--- src/rtl/i2c_slave.sv ---
// I2C slave with 7-bit addressing that bridges a bus master to a byte-stream device port.
// SCL/SDA are oversampled on clk6x; SDA is only ever requested low (open-drain).
`timescale 1ns/1ps
module i2c_slave #(
    parameter logic [7:0] SLAVE_ADDRESS = 8'h42
) (
    input  logic       clk6x,
    input  logic       resetn,
    input  logic       I2C_SDA,
    output logic       I2C_SDADR0_o,
    input  logic       I2C_SCL_i,
    output logic       devsel_o,
    output logic       rw_bit_o,
    output logic [7:0] rxbyte_o,
    output logic       rxbyte_v_o,
    input  logic [7:0] txbyte_i,
    output logic       txbyte_deq_o,
    output logic       tx_nacked_o
);

    localparam logic [2:0] IDLE      = 3'd0;
    localparam logic [2:0] ADDR      = 3'd1;
    localparam logic [2:0] ADDR_ACK  = 3'd2;
    localparam logic [2:0] WR_DATA   = 3'd3;
    localparam logic [2:0] WR_ACK    = 3'd4;
    localparam logic [2:0] RD_DATA   = 3'd5;
    localparam logic [2:0] RD_ACK    = 3'd6;
    localparam logic [2:0] WAIT_STOP = 3'd7;

    logic       scl_s1, scl_s2, scl_d;
    logic       sda_s1, sda_s2, sda_d;
    logic       scl_rise, scl_fall, start_seen, stop_seen;
    logic       addr_match;
    logic [2:0] state;
    logic [3:0] bit_cnt;
    logic [7:0] shreg;

    // Synchronizers and history registers idle high so reset never looks like a bus event.
    always_ff @(posedge clk6x or posedge resetn) begin
        if (resetn) begin
            scl_s1 <= 1'b1;
            scl_s2 <= 1'b1;
            scl_d  <= 1'b1;
            sda_s1 <= 1'b1;
            sda_s2 <= 1'b1;
            sda_d  <= 1'b1;
        end else begin
            scl_s1 <= I2C_SCL_i;
            scl_s2 <= scl_s1;
            scl_d  <= scl_s2;
            sda_s1 <= I2C_SDA;
            sda_s2 <= sda_s1;
            sda_d  <= sda_s2;
        end
    end

    assign scl_rise   = scl_s2 & ~scl_d;
    assign scl_fall   = ~scl_s2 & scl_d;
    assign start_seen = scl_s2 & scl_d & sda_d & ~sda_s2;
    assign stop_seen  = scl_s2 & scl_d & ~sda_d & sda_s2;
    assign addr_match = (shreg[7:1] == SLAVE_ADDRESS[7:1]);

    always_ff @(posedge clk6x or posedge resetn) begin
        if (resetn) begin
            state        <= IDLE;
            bit_cnt      <= 4'd0;
            shreg        <= 8'h00;
            I2C_SDADR0_o <= 1'b0;
            devsel_o     <= 1'b0;
            rw_bit_o     <= 1'b0;
            rxbyte_o     <= 8'h00;
            rxbyte_v_o   <= 1'b0;
            txbyte_deq_o <= 1'b0;
            tx_nacked_o  <= 1'b0;
        end else begin
            rxbyte_v_o   <= 1'b0;
            txbyte_deq_o <= 1'b0;
            tx_nacked_o  <= 1'b0;
            if (start_seen) begin
                state        <= ADDR;
                bit_cnt      <= 4'd0;
                I2C_SDADR0_o <= 1'b0;
                devsel_o     <= 1'b0;
            end else if (stop_seen) begin
                state        <= IDLE;
                bit_cnt      <= 4'd0;
                I2C_SDADR0_o <= 1'b0;
                devsel_o     <= 1'b0;
            end else begin
                case (state)
                    ADDR: begin
                        if (scl_rise && bit_cnt != 4'd8) begin
                            shreg   <= {shreg[6:0], sda_s2};
                            bit_cnt <= bit_cnt + 4'd1;
                        end else if (scl_fall && bit_cnt == 4'd8) begin
                            bit_cnt <= 4'd0;
                            if (addr_match) begin
                                devsel_o     <= 1'b1;
                                rw_bit_o     <= shreg[0];
                                I2C_SDADR0_o <= 1'b1;
                                state        <= ADDR_ACK;
                            end else begin
                                state <= WAIT_STOP;
                            end
                        end
                    end
                    ADDR_ACK: begin
                        if (scl_fall) begin
                            if (rw_bit_o) begin
                                shreg        <= txbyte_i;
                                txbyte_deq_o <= 1'b1;
                                I2C_SDADR0_o <= ~txbyte_i[7];
                                state        <= RD_DATA;
                            end else begin
                                I2C_SDADR0_o <= 1'b0;
                                state        <= WR_DATA;
                            end
                        end
                    end
                    WR_DATA: begin
                        if (scl_rise && bit_cnt != 4'd8) begin
                            shreg   <= {shreg[6:0], sda_s2};
                            bit_cnt <= bit_cnt + 4'd1;
                        end else if (scl_fall && bit_cnt == 4'd8) begin
                            bit_cnt      <= 4'd0;
                            rxbyte_o     <= shreg;
                            rxbyte_v_o   <= 1'b1;
                            I2C_SDADR0_o <= 1'b1;
                            state        <= WR_ACK;
                        end
                    end
                    WR_ACK: begin
                        if (scl_fall) begin
                            I2C_SDADR0_o <= 1'b0;
                            state        <= WR_DATA;
                        end
                    end
                    // Bit 7 is already on the bus; each fall shifts out the next one.
                    RD_DATA: begin
                        if (scl_fall) begin
                            if (bit_cnt == 4'd7) begin
                                bit_cnt      <= 4'd0;
                                I2C_SDADR0_o <= 1'b0;
                                state        <= RD_ACK;
                            end else begin
                                bit_cnt      <= bit_cnt + 4'd1;
                                shreg        <= {shreg[6:0], 1'b0};
                                I2C_SDADR0_o <= ~shreg[6];
                            end
                        end
                    end
                    RD_ACK: begin
                        if (scl_rise && sda_s2) begin
                            tx_nacked_o <= 1'b1;
                            state       <= WAIT_STOP;
                        end else if (scl_fall) begin
                            shreg        <= txbyte_i;
                            txbyte_deq_o <= 1'b1;
                            I2C_SDADR0_o <= ~txbyte_i[7];
                            state        <= RD_DATA;
                        end
                    end
                    default: begin
                    end
                endcase
            end
        end
    end

endmodule

--- config.mk ---
export PLATFORM = sky130hd
export DESIGN_NAME = i2c_slave
export DESIGN_NICKNAME = d
export VERILOG_FILES = /design/src/rtl/i2c_slave.sv
export SDC_FILE = /design/constraint.sdc
export NUM_CORES = 1
export LEC_CHECK = 0
export BUFFER_PORTS_ARGS = -buffer_cell sky130_fd_sc_hd__buf_2
export CORE_MARGIN = 3
export CORE_UTILIZATION = 40
export CTS_BUF_LIST = sky130_fd_sc_hd__clkbuf_4
export CTS_CLUSTER_DIAMETER = 150
export DETAILED_ROUTE_END_ITERATION = 10
export RECOVER_POWER = 25
export SYNTH_ARGS = -nofsm -noshare
export SYNTH_HDL_FRONTEND = slang
export SYNTH_SLANG_ARGS = --single-unit
--- constraint.sdc ---
create_clock -name clk6x -period 5.51 [get_ports clk6x]
set_clock_uncertainty 0.1 [all_clocks]
set_input_delay 0 -clock clk6x [delete_from_list [all_inputs] [get_ports clk6x]]
set_output_delay 0 -clock clk6x [all_outputs]
set_load 0.02 [all_outputs]
==> impl_metrics.json, run 1 <==
{
  "fin_crit_sh_pct": 40.4,
  "p_leak_nw": 1.01,
  "dr.pass1.iters": 4,
  "overflow": 0,
  "htreeDepth": 2,
  "power.density_nw_per_um2": 421,
  "core-area_um2": 4440,
  "synthTopCellsByArea": "dfrtp_1, mux2_2, dfstp_2",
  "synthTopCellsByCount": "dfrtp_1, mux2_2, nand2_1",
  "start_kind": "flip-flop",
  "die_h_um": 74.4,
  "hold_class": "input port to flip-flop",
  "hold_buffers": 11,
  "ir_worst_vdd_uv": 241,
  "cp.arrival_ns": 2.35,
  "post_cts_resized": 0,
  "synth_cells": 166,
  "drive_above_1_share_pct": 34.8,
  "cts_tree": "done",
  "finalMaxSlewViolations": 36,
  "remaining_drc_errors": 0,
  "yosys_most_used_dff": "dfrtp_1",
  "fillers": 421,
  "synth_edf_count": 0,
  "root_buffer": "clkbuf_4",
  "area_delta_synth_final_pct": 16.2,
  "maxSlewHeadroom_pct": -23.7,
  "viasPerCell": 5.62,
  "drv_cap": 1,
  "cts_setup_buffers": 0,
  "yosysTopAreaCell": "dfrtp_1",
  "cts_sinks": 35,
  "synthArstFlopShare_pct": 100,
  "cp-end-kind": "flip-flop",
  "worst_pin_slew_ns": 1.86,
  "fin_cells": 256,
  "gp_congestion": 1.02,
  "row_count": 24,
  "cts_buffers": 5,
  "status": "complete, but fails checks",
  "totalWireLength_um": 4000,
  "ant_nets": 0,
  "yosysMostFrequentCell": "dfrtp_1",
  "yosys.area.top_type_share_pct": 38.8,
  "clk_latency_ns": 0.34,
  "fin_tns_setup_ns": 0,
  "vias": 1439,
  "critPathMaxFanout": 18,
  "dr.first_iter.drc_count": 90,
  "post-route-cell-area_um2": 2180,
  "ys_types": 49,
  "fmax_ghz": 0.449,
  "period_minus_slack_ns": 2.23,
  "post-place-cells": 237,
  "diodes": 0,
  "clkTransAtPathRegs_ns": 0.11,
  "die_area_um2": 5540,
  "hold_violations": 0,
  "required_ns": 5.64,
  "avgSynthCellArea_um2": 11.3,
  "dpl.hpwl_um": 2880,
  "synth-seq-cells": 35,
  "grt_max_degree": 36,
  "violations": "capacitance limit, slew limit",
  "setup_viol": 0,
  "io-pin-count": 26,
  "syn-cell-area_um2": 1870,
  "antenna_found_initial": 0,
  "fin_nets": 217,
  "rsz0062_at_grt": "false",
  "post_dp_cell_area_um2": 2020,
  "grt_usage_pct": 16.5,
  "synth-warning-count": 0,
  "start_util_pct": 42.1,
  "synth_seq_area_share_pct": 47.2,
  "routedWlPerCell_um": 15.6,
  "grt_pass1_vias": 1449,
  "path_class": "flip-flop to flip-flop",
  "port_buffers": 25,
  "clockBufferDepth": 2,
  "fin_util_pct": 49.0,
  "die_x_um": 74.4,
  "grt_pass1_wl_um": 6890,
  "synth_nets": 180
}
sequential cells by signal, indices dropped and copies added (netlist names), 3 cells and up:
signal    count
bit_cnt       4
state         3
rxbyte_o      8
shreg         8
cell type report:
cell class	instances	area [um2]	share of cell area, %
multi-input combinational	115	902	41.5
inverter	9	33.8	1.55
clock inverter	3	15.0	0.690
tap	52	65.1	2.99
clock buffer	5	37.5	1.73
sequential	35	883	40.6
timing repair buffer	37	239	11.0
report_power, final:
part	internal [mW]	switching, mW
combinational	0.200	0.181
sequential	0.314	0.0919
clock	0.0467	0.0837
total	0.560	0.356
cells in the final DEF, fill, tap and decap left out, drive strengths merged, types with 2 or more instances in the layout:
master,count
nor2,12
dfrtp,29
ha,2
clkinv,2
o32ai,2
nand2b,2
dlygate4sd3,11
buf,25
nand2,13
o21ai,8
nor3,5
nand3,6
inv,9
nand3b,2
a21oi,8
and2,2
clkbuf,6
a31oi,2
mux2,26
a21o,2
dfstp,6
o311ai,2
nor2b,2
cells by family (layout without fill, tap and decap cells):
kind of cell,Yosys count,count (layout),share of synthesized area [%]
AOI/OAI and AO/OA,33,33,13.8
xor gates and xnor gates,1,1,0.468
adders and majority gates,2,2,1.34
buffers and inverters,16,54,4.61
DFF,35,35,47.2
muxes,27,27,17.0
and+or+nand+nor,52,52,15.6
metal layers:
layer	vias up	wire length (um)	global-route usage, %
li1	676	-	-
met1	701	1670	19.6
met2	52	2020	28.4
met3	10	227	5.27
met4	0	74	5.53
met5	-	0	0
worst paths after layout:
kind,cells after the start,start,endpoint,slack [ns]
max,4,state[1],shreg[5],3.28
min,2,I2C_SDA,sda_s1,0.20
max reg2reg,4,state[1],shreg[5],3.28
min in group asynchronous,4,resetn,shreg[1],0.75
min reg2reg,0,sda_s1,sda_s2,0.27
max in group asynchronous,4,resetn,bit_cnt[1],3.49
worst max-delay path, stage by stage (launching register included):
cell and delay [ns]:
dfrtp_1 0.74, nand2_1 0.20, o2bb2ai_1 0.22, o2111a_1 0.48, mux2_2 0.38
stage by stage:
step                hold slack, ns  total power, mW  setup WS [ns]
finish                       0.203            0.917           3.28
detailed placement         0.00674            0.782           3.34
floorplan                  -0.0955            0.717           3.58
CTS                          0.182            0.920           3.32
global route                 0.181            0.986           3.08
global placement           0.00718            0.764           3.38
No activity file was read; power rests on OpenSTA's default activity.
==> inputs of run 2 (changes only) <==
--- a/config.mk
+++ b/config.mk
@@ -5,6 +5,7 @@
 export SDC_FILE = /design/constraint.sdc
 export NUM_CORES = 1
 export LEC_CHECK = 0
+export ABC_AREA = 1
 export BUFFER_PORTS_ARGS = -buffer_cell sky130_fd_sc_hd__buf_2
 export CORE_MARGIN = 3
 export CORE_UTILIZATION = 40
==> constraint.sdc (replaced) <==
create_clock -name clk6x -period 2.24 [get_ports clk6x]
set_clock_uncertainty 0.1 [all_clocks]
set_input_delay 0 -clock clk6x [delete_from_list [all_inputs] [get_ports clk6x]]
set_output_delay 0 -clock clk6x [all_outputs]
set_load 0.02 [all_outputs]
==> run 2 against run 1 <==
The flow now finishes without violations. First-iteration DRC count is 30% higher. Via count is 19% higher. Wire length is 6.2% higher. Final area is 3.3% higher. Fmax is 10% higher. Synthesized cell count is 55% higher. Sequential share of layout area is 1.3 points lower. Utilization is 1.3 points higher. Synthesized area is 1.9% higher. Hold slack worse by 0.0065 ns. Register-to-register slack worse by 3.1 ns. Global-route usage is 0.67 points higher. Critical path type unchanged. Critical endpoint is now shreg[3].
==> impl_metrics.json, run 2 <==
{
  "status": "complete, no violations",
  "cpPeakStageDelay_ns": 0.55,
  "grt_pass1_vias": 1592,
  "path_class": "flip-flop to flip-flop",
  "synth_nets": 271,
  "multi_input_area_um2": 873,
  "clockBufferDepth": 2,
  "totalWireLength_um": 4240,
  "yosysMostFrequentCell": "nand2_1",
  "viasPerCell": 4.87,
  "fin_util_pct": 50.2,
  "start_kind": "flip-flop",
  "synthTopCellsByArea": "dfrtp_1, nand2_1, dfstp_2",
  "antenna_found_initial": 0,
  "synthArstFlopShare_pct": 100,
  "startpoint": "state[2]",
  "root_buffer": "clkbuf_4",
  "worst_path_max_delay_cell": "dfrtp_1",
  "start_util_pct": 42.6,
  "row_count": 24,
  "htreeDepth": 2,
  "setup_viol": 0,
  "required_ns": 2.38,
  "rsz0062_at_grt": "false",
  "fin_crit_sh_pct": 90.2,
  "min_delay_path_depth": 2,
  "cp_num_buf_inv": 0,
  "fin_tns_setup_ns": 0,
  "yosysTopAreaCell": "dfrtp_1",
  "finalMaxSlewViolations": 0,
  "synth_compound_area_share_pct": 6.75,
  "hold_violations": 0,
  "yosys_most_used_dff": "dfrtp_1",
  "dr.first_iter.drc_count": 117,
  "fin_nets": 312,
  "synth_edf_count": 0,
  "post-place-cells": 332,
  "clkTransAtPathRegs_ns": 0.12,
  "diodes": 0,
  "synth-warning-count": 0,
  "critPathMaxFanout": 16,
  "ys_types": 23,
  "synth_fa_ha_area_share_pct": 1.31,
  "reg_top3": "rxbyte_o: 8 flops, shreg: 8 flops, bit_cnt: 4 flops",
  "r2r_start": "state[2]",
  "drive_above_1_share_pct": 18.4,
  "grt_usage_pct": 17.2,
  "clk_latency_ns": 0.34,
  "hold_class": "input port to flip-flop",
  "final_cell_mix": "nand2_1, nor2_1, inv_1, dfrtp_1, nand3_1",
  "final_common_cell": "nand2_1",
  "yosys.area.top_type_share_pct": 38.0,
  "die_area_um2": 5630,
  "area_delta_synth_final_pct": 17.8,
  "fmax_ghz": 0.495,
  "synth_cells": 257,
  "setup_ws_ns": 0.221,
  "reg2reg_depth": 7,
  "synth_seq_area_share_pct": 46.3,
  "yosys.area_share.simple_pct": 36.8,
  "synthTopCellsByCount": "nand2_1, nor2_1, inv_1",
  "fillers": 459,
  "overflow": 0,
  "die_x_um": 75.1,
  "routedWlPerCell_um": 12.1,
  "avgSynthCellArea_um2": 7.42,
  "cts_sinks": 35,
  "regArea_um2": 883,
  "muxShareOfSynthArea_pct": 0,
  "gp_congestion": 0.886,
  "power.density_nw_per_um2": 1170,
  "cts_tree": "done",
  "io-pin-count": 26,
  "core-area_um2": 4470,
  "synth_xor_area_share_pct": 0.918,
  "min_from": "I2C_SCL_i",
  "holdPathEnd": "scl_s1",
  "cts_buffers": 5,
  "synth_top_family_by_area": "simple AND/OR/NAND/NOR gates",
  "maxSlewHeadroom_pct": 44.0,
  "p_leak_nw": 1.21,
  "drv_cap": 0,
  "dpl.hpwl_um": 3160,
  "fin_cells": 351,
  "vias": 1709,
  "syn-cell-area_um2": 1910,
  "crit_family": "simple AND/OR/NAND/NOR gates",
  "cts_setup_buffers": 0,
  "period_minus_slack_ns": 2.02,
  "ir_worst_vdd_uv": 562,
  "worstReg2RegEnd": "shreg[3]",
  "cp-end-kind": "flip-flop",
  "rrSetupSlack_ns": 0.22,
  "ant_nets": 0,
  "die_h_um": 75.1,
  "synth-seq-cells": 35,
  "cp.arrival_ns": 2.16,
  "dp_slack_ns": 0.246,
  "worst_pin_slew_ns": 0.839,
  "grt_pass1_wl_um": 7270,
  "finalPower_mw": 2.63,
  "path_cells": "nand3_2, nand2_4, nor2_2, nor3_4, nand2_4, nand2_1, nand2_1",
  "remaining_drc_errors": 0,
  "port_buffers": 25,
  "grt_max_degree": 36,
  "dr.pass1.iters": 4
}
[run 2: changes by cell type after synthesis, moves of 3 or more]
cell     change
nand4_1      +3
nor2_2       +3
inv_1       +21
o21ai_0      +8
mux2_2      -22
nor2_1      +22
nand2_1     +66
a21oi_1      +3
nand3_1     +22
inv_2        +4
mux2_4       -4
[run 2: worst max path at each step]
stage / endpoint / cells past startpoint
floorplan: shreg[0] / 7
global route: shreg[5] / 8
global placement: shreg[3] / 7
finish: shreg[3] / 7
CTS: shreg[5] / 7
detailed placement: shreg[5] / 7
[run 2: per-layer routing]
| metal | global-route usage (%) | up-vias | wire length, um |
|---|---|---|---|
| met1 | 24.4 | 774 | 2140 |
| met5 | 0 | - | 0 |
| li1 | - | 886 | - |
| met4 | 6.13 | 0 | 78 |
| met3 | 4.14 | 6 | 202 |
| met2 | 25.6 | 43 | 1820 |
[run 2: cell type report]
type | instances | share of cell area (%)
inverters | 34 | 5.68
clock inverters | 3 | 0.891
flip-flops and latches | 35 | 39.3
multi-input cells | 185 | 38.9
repair buffers | 37 | 10.7
well taps | 52 | 2.90
clock buffers | 5 | 1.67
[run 2: stage by stage]
step | hold slack (ns) | area (um2)
2_1_floorplan | -0.0955 | 1910
3_3_place_gp | 0.00607 | 2080
3_5_place_dp | 0.00688 | 2080
4_1_cts | 0.176 | 2250
5_1_grt | 0.188 | 2250
6_report | 0.196 | 2250
[run 2: logic make-up (layout without fill, tap and decap cells)]
family | count (synthesis) | count (layout)
XOR/XNOR | 2 | 2
buffers and inverters | 37 | 79
flip-flops | 35 | 35
AO/OA/AOI/OAI | 25 | 25
AND/OR/NAND/NOR | 156 | 156
adder cells (fa/ha/maj) | 2 | 2
[run 2: report_power, final]
group	switching (mW)	internal, mW	total [mW]	leakage, nW
Sequential	0.138	0.781	0.918	0.445
Combinational	0.911	0.449	1.36	0.737
Clock	0.226	0.120	0.346	0.0272
Total	1.28	1.35	2.63	1.21
[run 2: what timing repair did]
item	in CTS	in global routing
hold endpoints to repair	45	0
hold buffers	11	0
resized for setup	0	0
